## src/rtl/uart_arb_pkg.sv

```systemverilog
// Shared types and constants for the two-requester UART tx line arbiter.
package uart_arb_pkg;

  // Arbiter FSM encoding
  typedef enum logic [1:0] {
    ST_IDLE  = 2'd0,
    ST_GRANT = 2'd1,
    ST_GUARD = 2'd2
  } arb_state_e;

  // Requester indices on req/done/gnt
  localparam logic REQ_CMD  = 1'b0;
  localparam logic REQ_DATA = 1'b1;

  // Default width of the shared guard/watchdog counter
  localparam int CNT_W_DEF = 18;

endpackage : uart_arb_pkg

```

## src/rtl/arb_cycle_timer.sv

```systemverilog
// Clearable up-counter with a terminal-count compare. The arbiter shares one
// instance between the guard gap and the ownership watchdog, since the two
// are never active at the same time.
module arb_cycle_timer #(
  parameter int CNT_W = 18
) (
  input  logic             clk_i,
  input  logic             rst_ni,
  input  logic             clr_i,
  input  logic             en_i,
  input  logic [CNT_W-1:0] tc_val_i,
  output logic             tc_o
);

  localparam logic [CNT_W-1:0] CNT_ONE = {{(CNT_W-1){1'b0}}, 1'b1};

  logic [CNT_W-1:0] cnt_q;
  logic [CNT_W-1:0] cnt_d;

  // Next count: clear dominates, otherwise count when enabled
  always_comb begin
    cnt_d = cnt_q;
    if (clr_i) begin
      cnt_d = {CNT_W{1'b0}};
    end else if (en_i) begin
      cnt_d = cnt_q + CNT_ONE;
    end else begin
      cnt_d = cnt_q;
    end
  end

  // Counter register
  always_ff @(posedge clk_i or negedge rst_ni) begin
    if (!rst_ni) begin
      cnt_q <= {CNT_W{1'b0}};
    end else begin
      cnt_q <= cnt_d;
    end
  end

  assign tc_o = (cnt_q == tc_val_i);

endmodule : arb_cycle_timer

```

## src/rtl/uart_tx_arbiter.sv

```systemverilog
// Shares the serial tx pin between a command sender (0) and a data sender (1)
// with request/grant handshake, round-robin fairness, an idle guard gap after
// every release and an ownership watchdog.
// Optional build macro UART_ARB_FIXED_PRIO_EN: the data sender always wins a
// simultaneous request instead of alternating.
module uart_tx_arbiter
  import uart_arb_pkg::*;
#(
  parameter int GUARD_CYCLES   = 16,
  parameter int TIMEOUT_CYCLES = 200000,
  parameter int CNT_W          = CNT_W_DEF
) (
  input  logic       clk,
  input  logic       rst,
  input  logic [1:0] req,
  input  logic [1:0] done,
  input  logic       tx_in0,
  input  logic       tx_in1,
  output logic [1:0] gnt,
  output logic       owner,
  output logic       busy,
  output logic       timeout,
  output logic       tx
);

  // Terminal counts: the counter starts at zero on state entry, so N cycles end at N-1
  localparam logic             GUARD_EN   = (GUARD_CYCLES > 0) ? 1'b1 : 1'b0;
  localparam logic             WD_EN      = (TIMEOUT_CYCLES > 0) ? 1'b1 : 1'b0;
  localparam logic [CNT_W-1:0] GUARD_TC   = (GUARD_CYCLES > 0) ? CNT_W'(GUARD_CYCLES - 1) : {CNT_W{1'b0}};
  localparam logic [CNT_W-1:0] TIMEOUT_TC = (TIMEOUT_CYCLES > 0) ? CNT_W'(TIMEOUT_CYCLES - 1) : {CNT_W{1'b0}};

  arb_state_e       state_q, state_d;
  logic [1:0]       gnt_q, gnt_d;
  logic             owner_q, owner_d;
  logic             last_owner_q, last_owner_d;
  logic             busy_q, busy_d;
  logic             timeout_q, timeout_d;
  logic             tx_q, tx_d;

  logic             pick_s;
  logic             release_s;
  logic             wd_hit_s;
  logic             tx_sel_s;
  logic             tmr_clr_s;
  logic             tmr_en_s;
  logic             tmr_tc_s;
  logic [CNT_W-1:0] tmr_tc_val_s;

  // Winner of an arbitration round among the current requests
  always_comb begin
    pick_s = REQ_CMD;
`ifdef UART_ARB_FIXED_PRIO_EN
    if (req[REQ_DATA]) begin
      pick_s = REQ_DATA;
    end else begin
      pick_s = REQ_CMD;
    end
`else
    if (req == 2'b11) begin
      pick_s = ~last_owner_q;
    end else if (req[REQ_DATA]) begin
      pick_s = REQ_DATA;
    end else begin
      pick_s = REQ_CMD;
    end
`endif
  end

  assign release_s = done[owner_q] | ~req[owner_q];
  assign wd_hit_s  = WD_EN & tmr_tc_s;
  assign tx_sel_s  = owner_q ? tx_in1 : tx_in0;

  // Next-state, grant and pulse logic
  always_comb begin
    state_d      = state_q;
    gnt_d        = gnt_q;
    owner_d      = owner_q;
    last_owner_d = last_owner_q;
    timeout_d    = 1'b0;
    case (state_q)
      ST_IDLE: begin
        if (req != 2'b00) begin
          state_d = ST_GRANT;
          owner_d = pick_s;
          gnt_d   = pick_s ? 2'b10 : 2'b01;
        end else begin
          state_d = ST_IDLE;
        end
      end
      ST_GRANT: begin
        // A genuine release in the watchdog's last cycle is not a timeout
        if (release_s || wd_hit_s) begin
          state_d      = GUARD_EN ? ST_GUARD : ST_IDLE;
          gnt_d        = 2'b00;
          last_owner_d = owner_q;
          timeout_d    = ~release_s;
        end else begin
          state_d = ST_GRANT;
        end
      end
      ST_GUARD: begin
        if (tmr_tc_s) begin
          state_d = ST_IDLE;
        end else begin
          state_d = ST_GUARD;
        end
      end
      default: begin
        state_d = ST_IDLE;
        gnt_d   = 2'b00;
      end
    endcase
  end

  // Datapath next values: the line is forced idle from the release edge onward
  always_comb begin
    busy_d       = (state_d != ST_IDLE);
    tmr_clr_s    = (state_q == ST_IDLE) || (state_d != state_q);
    tmr_en_s     = (state_q != ST_IDLE);
    tmr_tc_val_s = (state_q == ST_GRANT) ? TIMEOUT_TC : GUARD_TC;
    if ((state_q == ST_GRANT) && (state_d == ST_GRANT)) begin
      tx_d = tx_sel_s;
    end else begin
      tx_d = 1'b1;
    end
  end

  // State and registered outputs
  always_ff @(posedge clk or negedge rst) begin
    if (!rst) begin
      state_q      <= ST_IDLE;
      gnt_q        <= 2'b00;
      owner_q      <= REQ_CMD;
      last_owner_q <= REQ_DATA;
      busy_q       <= 1'b0;
      timeout_q    <= 1'b0;
      tx_q         <= 1'b1;
    end else begin
      state_q      <= state_d;
      gnt_q        <= gnt_d;
      owner_q      <= owner_d;
      last_owner_q <= last_owner_d;
      busy_q       <= busy_d;
      timeout_q    <= timeout_d;
      tx_q         <= tx_d;
    end
  end

  arb_cycle_timer #(
    .CNT_W (CNT_W)
  ) u_timer (
    .clk_i    (clk),
    .rst_ni   (rst),
    .clr_i    (tmr_clr_s),
    .en_i     (tmr_en_s),
    .tc_val_i (tmr_tc_val_s),
    .tc_o     (tmr_tc_s)
  );

  assign gnt     = gnt_q;
  assign owner   = owner_q;
  assign busy    = busy_q;
  assign timeout = timeout_q;
  assign tx      = tx_q;

endmodule : uart_tx_arbiter

```

## config.mk

```make
export PLATFORM = sky130hd
export DESIGN_NAME = uart_tx_arbiter
export DESIGN_NICKNAME = d
export VERILOG_FILES = /design/src/rtl/uart_arb_pkg.sv /design/src/rtl/arb_cycle_timer.sv /design/src/rtl/uart_tx_arbiter.sv
export SDC_FILE = /design/constraint.sdc
export NUM_CORES = 1
export LEC_CHECK = 0
export BUFFER_PORTS_ARGS = -buffer_cell sky130_fd_sc_hd__buf_2
export CELL_PAD_IN_SITES_DETAIL_PLACEMENT = 1
export CELL_PAD_IN_SITES_GLOBAL_PLACEMENT = 1
export CORE_UTILIZATION = 40
export CTS_CLUSTER_SIZE = 30
export DETAILED_ROUTE_END_ITERATION = 6
export GPL_TIMING_DRIVEN = 0
export PLACE_DENSITY = 0.75
export SLEW_MARGIN = 15
export SYNTH_ARGS = -nofsm -noshare
export SYNTH_HDL_FRONTEND = slang
export SYNTH_SLANG_ARGS = --single-unit
```

## constraint.sdc

```tcl
create_clock -name clk -period 1.54 [get_ports clk]
set_input_delay 0.231 -clock clk [delete_from_list [all_inputs] [get_ports clk]]
set_output_delay 0.231 -clock clk [all_outputs]
set_load 0.02 [all_outputs]
```

==> results of run 1 <==
-- synthesized netlist by cell type (all sizes together) --
library cell and number:
a21oi 13, dfstp 2, o22ai 2, xnor2 2
dfrtp 25, nor2 3, nand2b 2, nand3 7
nor2b 2, buf 8, o2111a 1, nand2 11
nor3 5, nand4b 1, o21a 1, inv 4
and4 3, o21ai 8, a31oi 1, a22oi 7
and3 3, nor4 3, nand4 5, a21boi 1
a32oi 2, a311o 1, ha 1, or3 6
o31ai 1, a211o 3, xor2 8, or4 1
-- timing repair --
item / CTS / global route
gates resized for setup: 26 / 22
hold buffers: 1 / 0
endpoints found under the setup margin: 24 / 26
setup buffers: 5 / 5
gates cloned: 1 / 1
endpoints found under the hold margin: 25 / 0
pin swaps: 5 / 4
-- per-layer routing --
metal,global-route usage (%),up-vias,part of all wire [%]
li1,-,593,-
met1,31.8,643,45
met2,37.6,16,52
met3,2.52,6,1.4
met4,7.62,0,1.2
met5,0,-,0
-- area by class of cell --
type,count,area [um^2],area share [%]
well taps,46,57.6,3.10
multi-input cells,104,817,43.9
flip-flops and latches,27,687,36.9
plain buffers,8,80.1,4.31
repair buffers,26,176,9.49
clock buffers,4,26.3,1.41
inverters,4,15.0,0.808
-- registers in the layout, summed over array words and instances (netlist names) --
signal	flops
state_q	2
owner	1
timeout	1
last_owner_q	1
u_timer.cnt_q	18
gnt	2
busy	1
tx	1
-- kinds of logic after synthesis --
group,synth area share (%)
adder cells (fa/ha/maj),0.882
buffers and inverters,4.50
XOR/XNOR,6.18
AND/OR/NAND/NOR,21.6
flip-flops,47.8
AO/OA/AOI/OAI,19.0
-- power by group through the flow --
| stage | clock network (mW) | logic [mW] | registers (mW) |
|---|---|---|---|
| floorplan | 0 | 0.417 | 0.993 |
| global placement | 0 | 0.658 | 0.943 |
| detailed placement | 0 | 0.689 | 0.955 |
| CTS | 0.322 | 0.848 | 0.935 |
| global route | 0.355 | 1.05 | 0.957 |
| finish | 0.331 | 0.975 | 0.939 |
-- path summary, 6_finish.rpt --
| path | end | cells after the start |
|---|---|---|
| setup / recovery | u_timer.cnt_q[16] | 6 |
| hold / removal | tx | 2 |
| setup reg to reg | u_timer.cnt_q[16] | 6 |
| hold reg to reg | u_timer.cnt_q[0] | 2 |
| max in group asynchronous | u_timer.cnt_q[14] | 2 |
| min in group asynchronous | busy | 2 |
-- worst max-delay path: stages, from the launching register on --
cell     delay, ns
dfrtp_1       0.43
ha_2          0.20
and3_4        0.18
and3_4        0.15
a211o_4       0.36
buf_6         0.15
a22oi_2       0.17
-- cell usage in the layout (no fill, tap or decap), types with 2 or more instances in the layout --
| master | synthesis | final |
|---|---|---|
| buf_2 | 6 | 14 |
| xor2_1 | 8 | 8 |
| nor2_1 | 3 | 3 |
| a21oi_2 | 0 | 10 |
| dfrtp_2 | 0 | 7 |
| nand4_1 | 5 | 5 |
| nor2b_1 | 2 | 2 |
| o21ai_0 | 8 | 6 |
| a32oi_1 | 2 | 2 |
| buf_6 | 1 | 7 |
| xnor2_1 | 2 | 2 |
| inv_1 | 4 | 4 |
| nor3_1 | 5 | 3 |
| nor3_2 | 0 | 2 |
| and3_4 | 0 | 2 |
| buf_4 | 1 | 10 |
| o21ai_2 | 0 | 2 |
| clkbuf_4 | 0 | 4 |
| and4_1 | 2 | 2 |
| a22oi_2 | 1 | 6 |
| nand2_1 | 11 | 11 |
| or3_1 | 6 | 6 |
| a211o_1 | 3 | 2 |
| dfstp_2 | 2 | 2 |
| nand3_1 | 7 | 7 |
| a21oi_1 | 13 | 3 |
| dfrtp_1 | 25 | 18 |
| nand2b_1 | 2 | 2 |
| o22ai_2 | 0 | 2 |
==> impl_metrics.yaml, run 1 <==
floorplanning:
  fp.coreArea_mm2: 0.00336
  row_count: 21
  die_height_um: 61.5
  design.die.area_mm2: 0.00379
  fp.dieW_um: 61.5
  pin_count: 14
  initial_core_util_pct: 42.2
sta:
  setup_violations: 23
  hold_ws_ns: 0.109
  slew_headroom_pct: 58.6
  finalMaxSlewViolations: 0
  totalNegativeSetupSlack_ns: -3.04
  rsz0062_at_grt: "yes"
  worst_slew_pin_slew_ns: 0.621
  fin_skew_ns: 0.00277
  postLayoutSetupSlackWorst_ns: -0.173
  hold_violations: 0
  period_share_pct: 111
  layout_min_cycle_time_ns: 1.71
  fmax_mhz: 584
status:
  violations: "negative setup slack"
  outcome: "finished, violations left"
cells_and_area:
  fin_cells: 219
  n_fill_cell: 390
  drive_gt1_share_pct: 45.1
  finish.utilization_pct: 55.3
  fin_area_mm2: 0.00186
  area_growth_syn_to_layout_pct: 31.2
  antenna_cells: 0
  nets: 183
clock_tree:
  cts.sinks: 27
  worstSkewPairLatency_ns: 0.33
  root_buffer: "clkbuf_4"
  cts_tree: "done"
  clkTransAtPathRegs_ns: 0.16
  cts_buffer_depth: 2
  tritoncts.num_buffers: 3
  cts_max_level: 1
global_route:
  antenna_found_initial: 0
  grt_pass1_wl_um: 6290
  grt_overflow: 0
  grt_pass1_vias: 1295
  grt_max_degree: 28
  grt_usage_pct: 23.0
pwr:
  switchingPower_uw: 896
  p_sw_share_pct: 39.9
  p_comb_share_pct: 43.4
  total_power_mw: 2.25
  irDropWorstVdd_mv: 0.610
  pwr-share-seq_pct: 41.8
  p_int_mw: 1.35
  cellLeakagePower_nw: 0.758
  p_per_area_mw_per_mm2: 1210
  clockPowerShare_pct: 14.7
drt:
  drt-wirelength-per-cell_um: 18.7
  drtAntennaViolNets: 0
  vias_per_cell: 5.74
  drc: 0
  drt_first_pass_iters: 4
  first_iter_violations: 53
  routed-via-count: 1258
  routed_wl_um: 4100
worst_hold_path:
  min_from: "tx_in1"
  hp-class: "in2reg"
logic_synthesis:
  synth_area_leaders: "dfrtp_1 (44%), xor2_1 (4.9%), a21oi_1 (4.6%), dfstp_2 (3.7%), a22oi_1 (3.2%)"
  synth_top_area_cell: "dfrtp_1"
  synthCells: 143
  syn_avg_cell_area_um2: 9.91
  yosys_warnings: 0
  seq_area_frac_synth_pct: 47.8
  synth.top_cell.area_share_pct: 44.1
  synth-seq-cells: 27
  synth_area_mm2: 0.00142
  syn-num-nets: 152
  ys_types: 36
worst_setup_path:
  critPathLaunch: "u_timer.cnt_q[1]"
  reg2reg_from: "u_timer.cnt_q[1]"
  regToRegSetupSlack_ns: -0.17
  start_kind: "flop"
  crit_required_ns: 1.81
  critical_path_arrival_ns: 1.98
  critPathKind: "reg2reg"
  cp_max_fo: 5
  end_kind: "flop"
place:
  placedCellCount: 202
  dp_slack_ns: -0.229
  dpl.hpwl_um: 2570
  post_dp_cell_area_mm2: 0.00156
  gp_congestion: 0.761
  port-buffer-count: 13
flow_run:
  maxCapViolations: 0
Power figures use the tool's default switching activity.
==> run 2, diff against run 1 <==
--- a/config.mk
+++ b/config.mk
@@ -5,14 +5,15 @@
 export SDC_FILE = /design/constraint.sdc
 export NUM_CORES = 1
 export LEC_CHECK = 0
+export ABC_AREA = 1
 export BUFFER_PORTS_ARGS = -buffer_cell sky130_fd_sc_hd__buf_2
 export CELL_PAD_IN_SITES_DETAIL_PLACEMENT = 1
 export CELL_PAD_IN_SITES_GLOBAL_PLACEMENT = 1
-export CORE_UTILIZATION = 40
+export CORE_UTILIZATION = 39
 export CTS_CLUSTER_SIZE = 30
 export DETAILED_ROUTE_END_ITERATION = 6
 export GPL_TIMING_DRIVEN = 0
-export PLACE_DENSITY = 0.75
+export PLACE_DENSITY = 0.76
 export SLEW_MARGIN = 15
 export SYNTH_ARGS = -nofsm -noshare
 export SYNTH_HDL_FRONTEND = slang
==> impl_metrics.yaml, run 2 <==
drt:
  highest_layer: "met4"
  vias_per_cell: 4.97
  drtAntennaViolNets: 0
  wl_met1_um: 1940
  routed_wl_um: 4190
  first_iter_violations: 80
  drt_first_pass_iters: 4
  wl_met3_um: 99
  routed-via-count: 1348
  drt-wirelength-per-cell_um: 15.5
  drc: 0
  dr_wl_met2_um: 2120
worst_setup_path:
  reg2reg_from: "u_timer.cnt_q[15]"
  end_kind: "flop"
  critPathKind: "reg2reg"
  critical_path_arrival_ns: 1.76
  cp.depth: 9
  cp-endpoint: "u_timer.cnt_q[3]"
  critPathLaunch: "u_timer.cnt_q[15]"
  regToRegSetupSlack_ns: -0.05
  slowest_delay_ns: 0.42
  reg2reg_depth: 9
  crit_required_ns: 1.72
  rr_endpoint: "u_timer.cnt_q[3]"
  crit_chain: "nor2_1, nand2_1, nor3_4, nand3_2, nand2_2, nand2_4, inv_8, clkbuf_16, nor2_2"
  cp_max_fo: 5
  slowest_stage: "dfrtp_1"
  path_buf_inv: 2
  crit_family: "simple AND/OR/NAND/NOR gates"
  start_kind: "flop"
logic_synthesis:
  synth_area_mm2: 0.00147
  seq_area_frac_synth_pct: 46.1
  synth-seq-cells: 27
  synth_area_leaders: "dfrtp_1 (43%), nand2_1 (11%), nor2_1 (8.4%), xor2_1 (7.1%), inv_1 (5.1%)"
  syn-num-nets: 194
  synth.top_cell.area_share_pct: 42.6
  ys_types: 21
  synthCells: 185
  synth_edf_count: 0
  synthTopCellsByCount: "nand2_1 (45), nor2_1 (33), dfrtp_1 (25)"
  synth_top_area_cell: "dfrtp_1"
  synth_most_common_cell: "nand2_1"
  synthFlopType: "dfrtp_1"
  synth_async_sr_flop_share_pct: 100
  syn_avg_cell_area_um2: 7.95
  yosys_warnings: 0
pwr:
  switchingPower_uw: 990
  p_int_mw: 1.48
  p_per_area_mw_per_mm2: 1270
  pwr-share-seq_pct: 38.1
  p_comb_share_pct: 45.8
  irDropWorstVdd_mv: 0.647
  p_sw_share_pct: 40.1
  clockPowerShare_pct: 16.1
  cellLeakagePower_nw: 0.855
cells_and_area:
  area_growth_syn_to_layout_pct: 32.2
  mostFrequentLayoutCells: "nand2_1 (39), nor2_1 (29), dfrtp_1 (21), buf_4 (20), inv_1 (17)"
  nets: 235
  largest-register: "u_timer.cnt_q"
  n_fill_cell: 427
  regArea_um2: 683
  layout_commonest_cell: "nand2_1"
  fin_cells: 271
  drive_gt1_share_pct: 36.9
  fin_area_mm2: 0.00194
  largest_reg_flops: 18
  antenna_cells: 0
  multi_input_area_um2: 792
global_route:
  grt_pass1_wl_um: 6880
  grt_overflow: 0
  grt_pass1_vias: 1412
  grt_max_degree: 28
  antenna_found_initial: 0
  grt_usage_pct: 22.3
sta:
  slew_headroom_pct: 59.0
  period_share_pct: 103
  rsz0062_at_grt: "yes"
  finalMaxSlewViolations: 0
  worst_slew_pin_slew_ns: 0.615
  postLayoutSetupSlackWorst_ns: -0.0479
  layout_min_cycle_time_ns: 1.59
  hold_violations: 0
  setup_violations: 12
  fmax_mhz: 630
  fin_skew_ns: 0.00765
floorplanning:
  row_count: 21
  die_height_um: 63.4
  initial_core_util_pct: 42.4
  design.die.area_mm2: 0.00402
  pin_count: 14
  fp.coreArea_mm2: 0.00347
  fp.dieW_um: 63.4
clock_tree:
  root_buffer: "clkbuf_8"
  cts.sinks: 27
  worstSkewPairLatency_ns: 0.27
  cts_tree: "done"
  tritoncts.num_buffers: 3
  clkTransAtPathRegs_ns: 0.09
  cts_max_level: 1
  cts_buffer_depth: 2
place:
  post_dp_cell_area_mm2: 0.00161
  placedCellCount: 244
  port-buffer-count: 13
  dpl.hpwl_um: 2730
  gp_congestion: 0.885
status:
  outcome: "finished, violations left"
  violations: "negative setup slack"
worst_hold_path:
  hp-class: "in2reg"
flow_run:
  maxCapViolations: 0
run 2: changes by cell type after synthesis, sizes merged, moves of 4 or more:
cell   previous run  this run
or3               6         0
nor2              3        44
nand2            11        47
xor2              8        12
buf               8         1
inv               4        21
a21oi            13         1
a22oi             7         0
o21ai             8         4
run 2: tightest hold or removal path: cells and delay by family:
kind | cells | cell delay (ns)
buffers and inverters | 1 | 0.07
AND/OR/NAND/NOR | 2 | 0.14
run 2: how the worst min path moves through the flow:
stage,depth (start not counted),slack [ns],endpoint,start
2_1_floorplan,0,-0.06,busy,rst
3_3_place_gp,1,0.26,u_timer.cnt_q[2],rst
3_5_place_dp,1,0.28,u_timer.cnt_q[4],rst
4_1_cts,3,0.18,tx,tx_in1
5_1_grt,3,0.21,tx,tx_in1
6_report,3,0.20,tx,tx_in1
run 2: layer usage:
metal	vias up	global-route usage, %
met5	-	0
met4	0	4.55
met3	2	4.53
met2	16	37.0
met1	671	29.9
li1	659	-
run 2: power groups by stage:
stage / clock network, mW / registers, mW / logic [mW]
after global placement: 0 / 0.938 / 0.685
after global routing: 0.452 / 0.956 / 1.23
final: 0.398 / 0.941 / 1.13
after detailed placement: 0 / 0.952 / 0.717
after CTS: 0.420 / 0.926 / 0.882
after floorplan: 0 / 0.987 / 0.458
run 2: stage by stage:
stage / TNS (ns) / hold WS (ns) / power (mW) / utilization, % / setup WS [ns]
floorplan: 0 / -0.0646 / 1.44 / - / 0.00774
global placement: -2.94 / 0.262 / 1.62 / 46.5 / -0.217
detailed placement: -4.50 / 0.276 / 1.67 / 46.5 / -0.287
CTS: -0.00171 / 0.181 / 2.23 / 52.5 / -0.000931
global route: -1.98 / 0.214 / 2.63 / 56.0 / -0.135
finish: -0.367 / 0.197 / 2.47 / 56.0 / -0.0479
run 2: area by class of cell:
| type | instances | share of cell area, % |
|---|---|---|
| sequential | 27 | 35.2 |
| multi-input combinational | 136 | 40.8 |
| timing repair inverter | 1 | 0.386 |
| tap | 46 | 2.96 |
| clock inverter | 1 | 0.258 |
| inverter | 21 | 4.44 |
| clock buffer | 3 | 2.12 |
| timing repair buffer | 35 | 12.9 |
| buffer | 1 | 1.03 |
run 2: cell families after synthesis:
group           synth area share [%]
compound gates                  2.30
xor+xnor                        7.74
fa+ha+maj                      0.851
buf+inv                         6.89
flops                           46.1
simple gates                    36.1
run 2: repair_timing:
action,4_1_cts,5_1_grt
resized for setup,11,21
setup endpoints to repair,24,24
gates cloned,1,1
buffers inserted,15,5
hold buffers,1,0
pin swaps,1,6
endpoints found under the hold margin,25,0
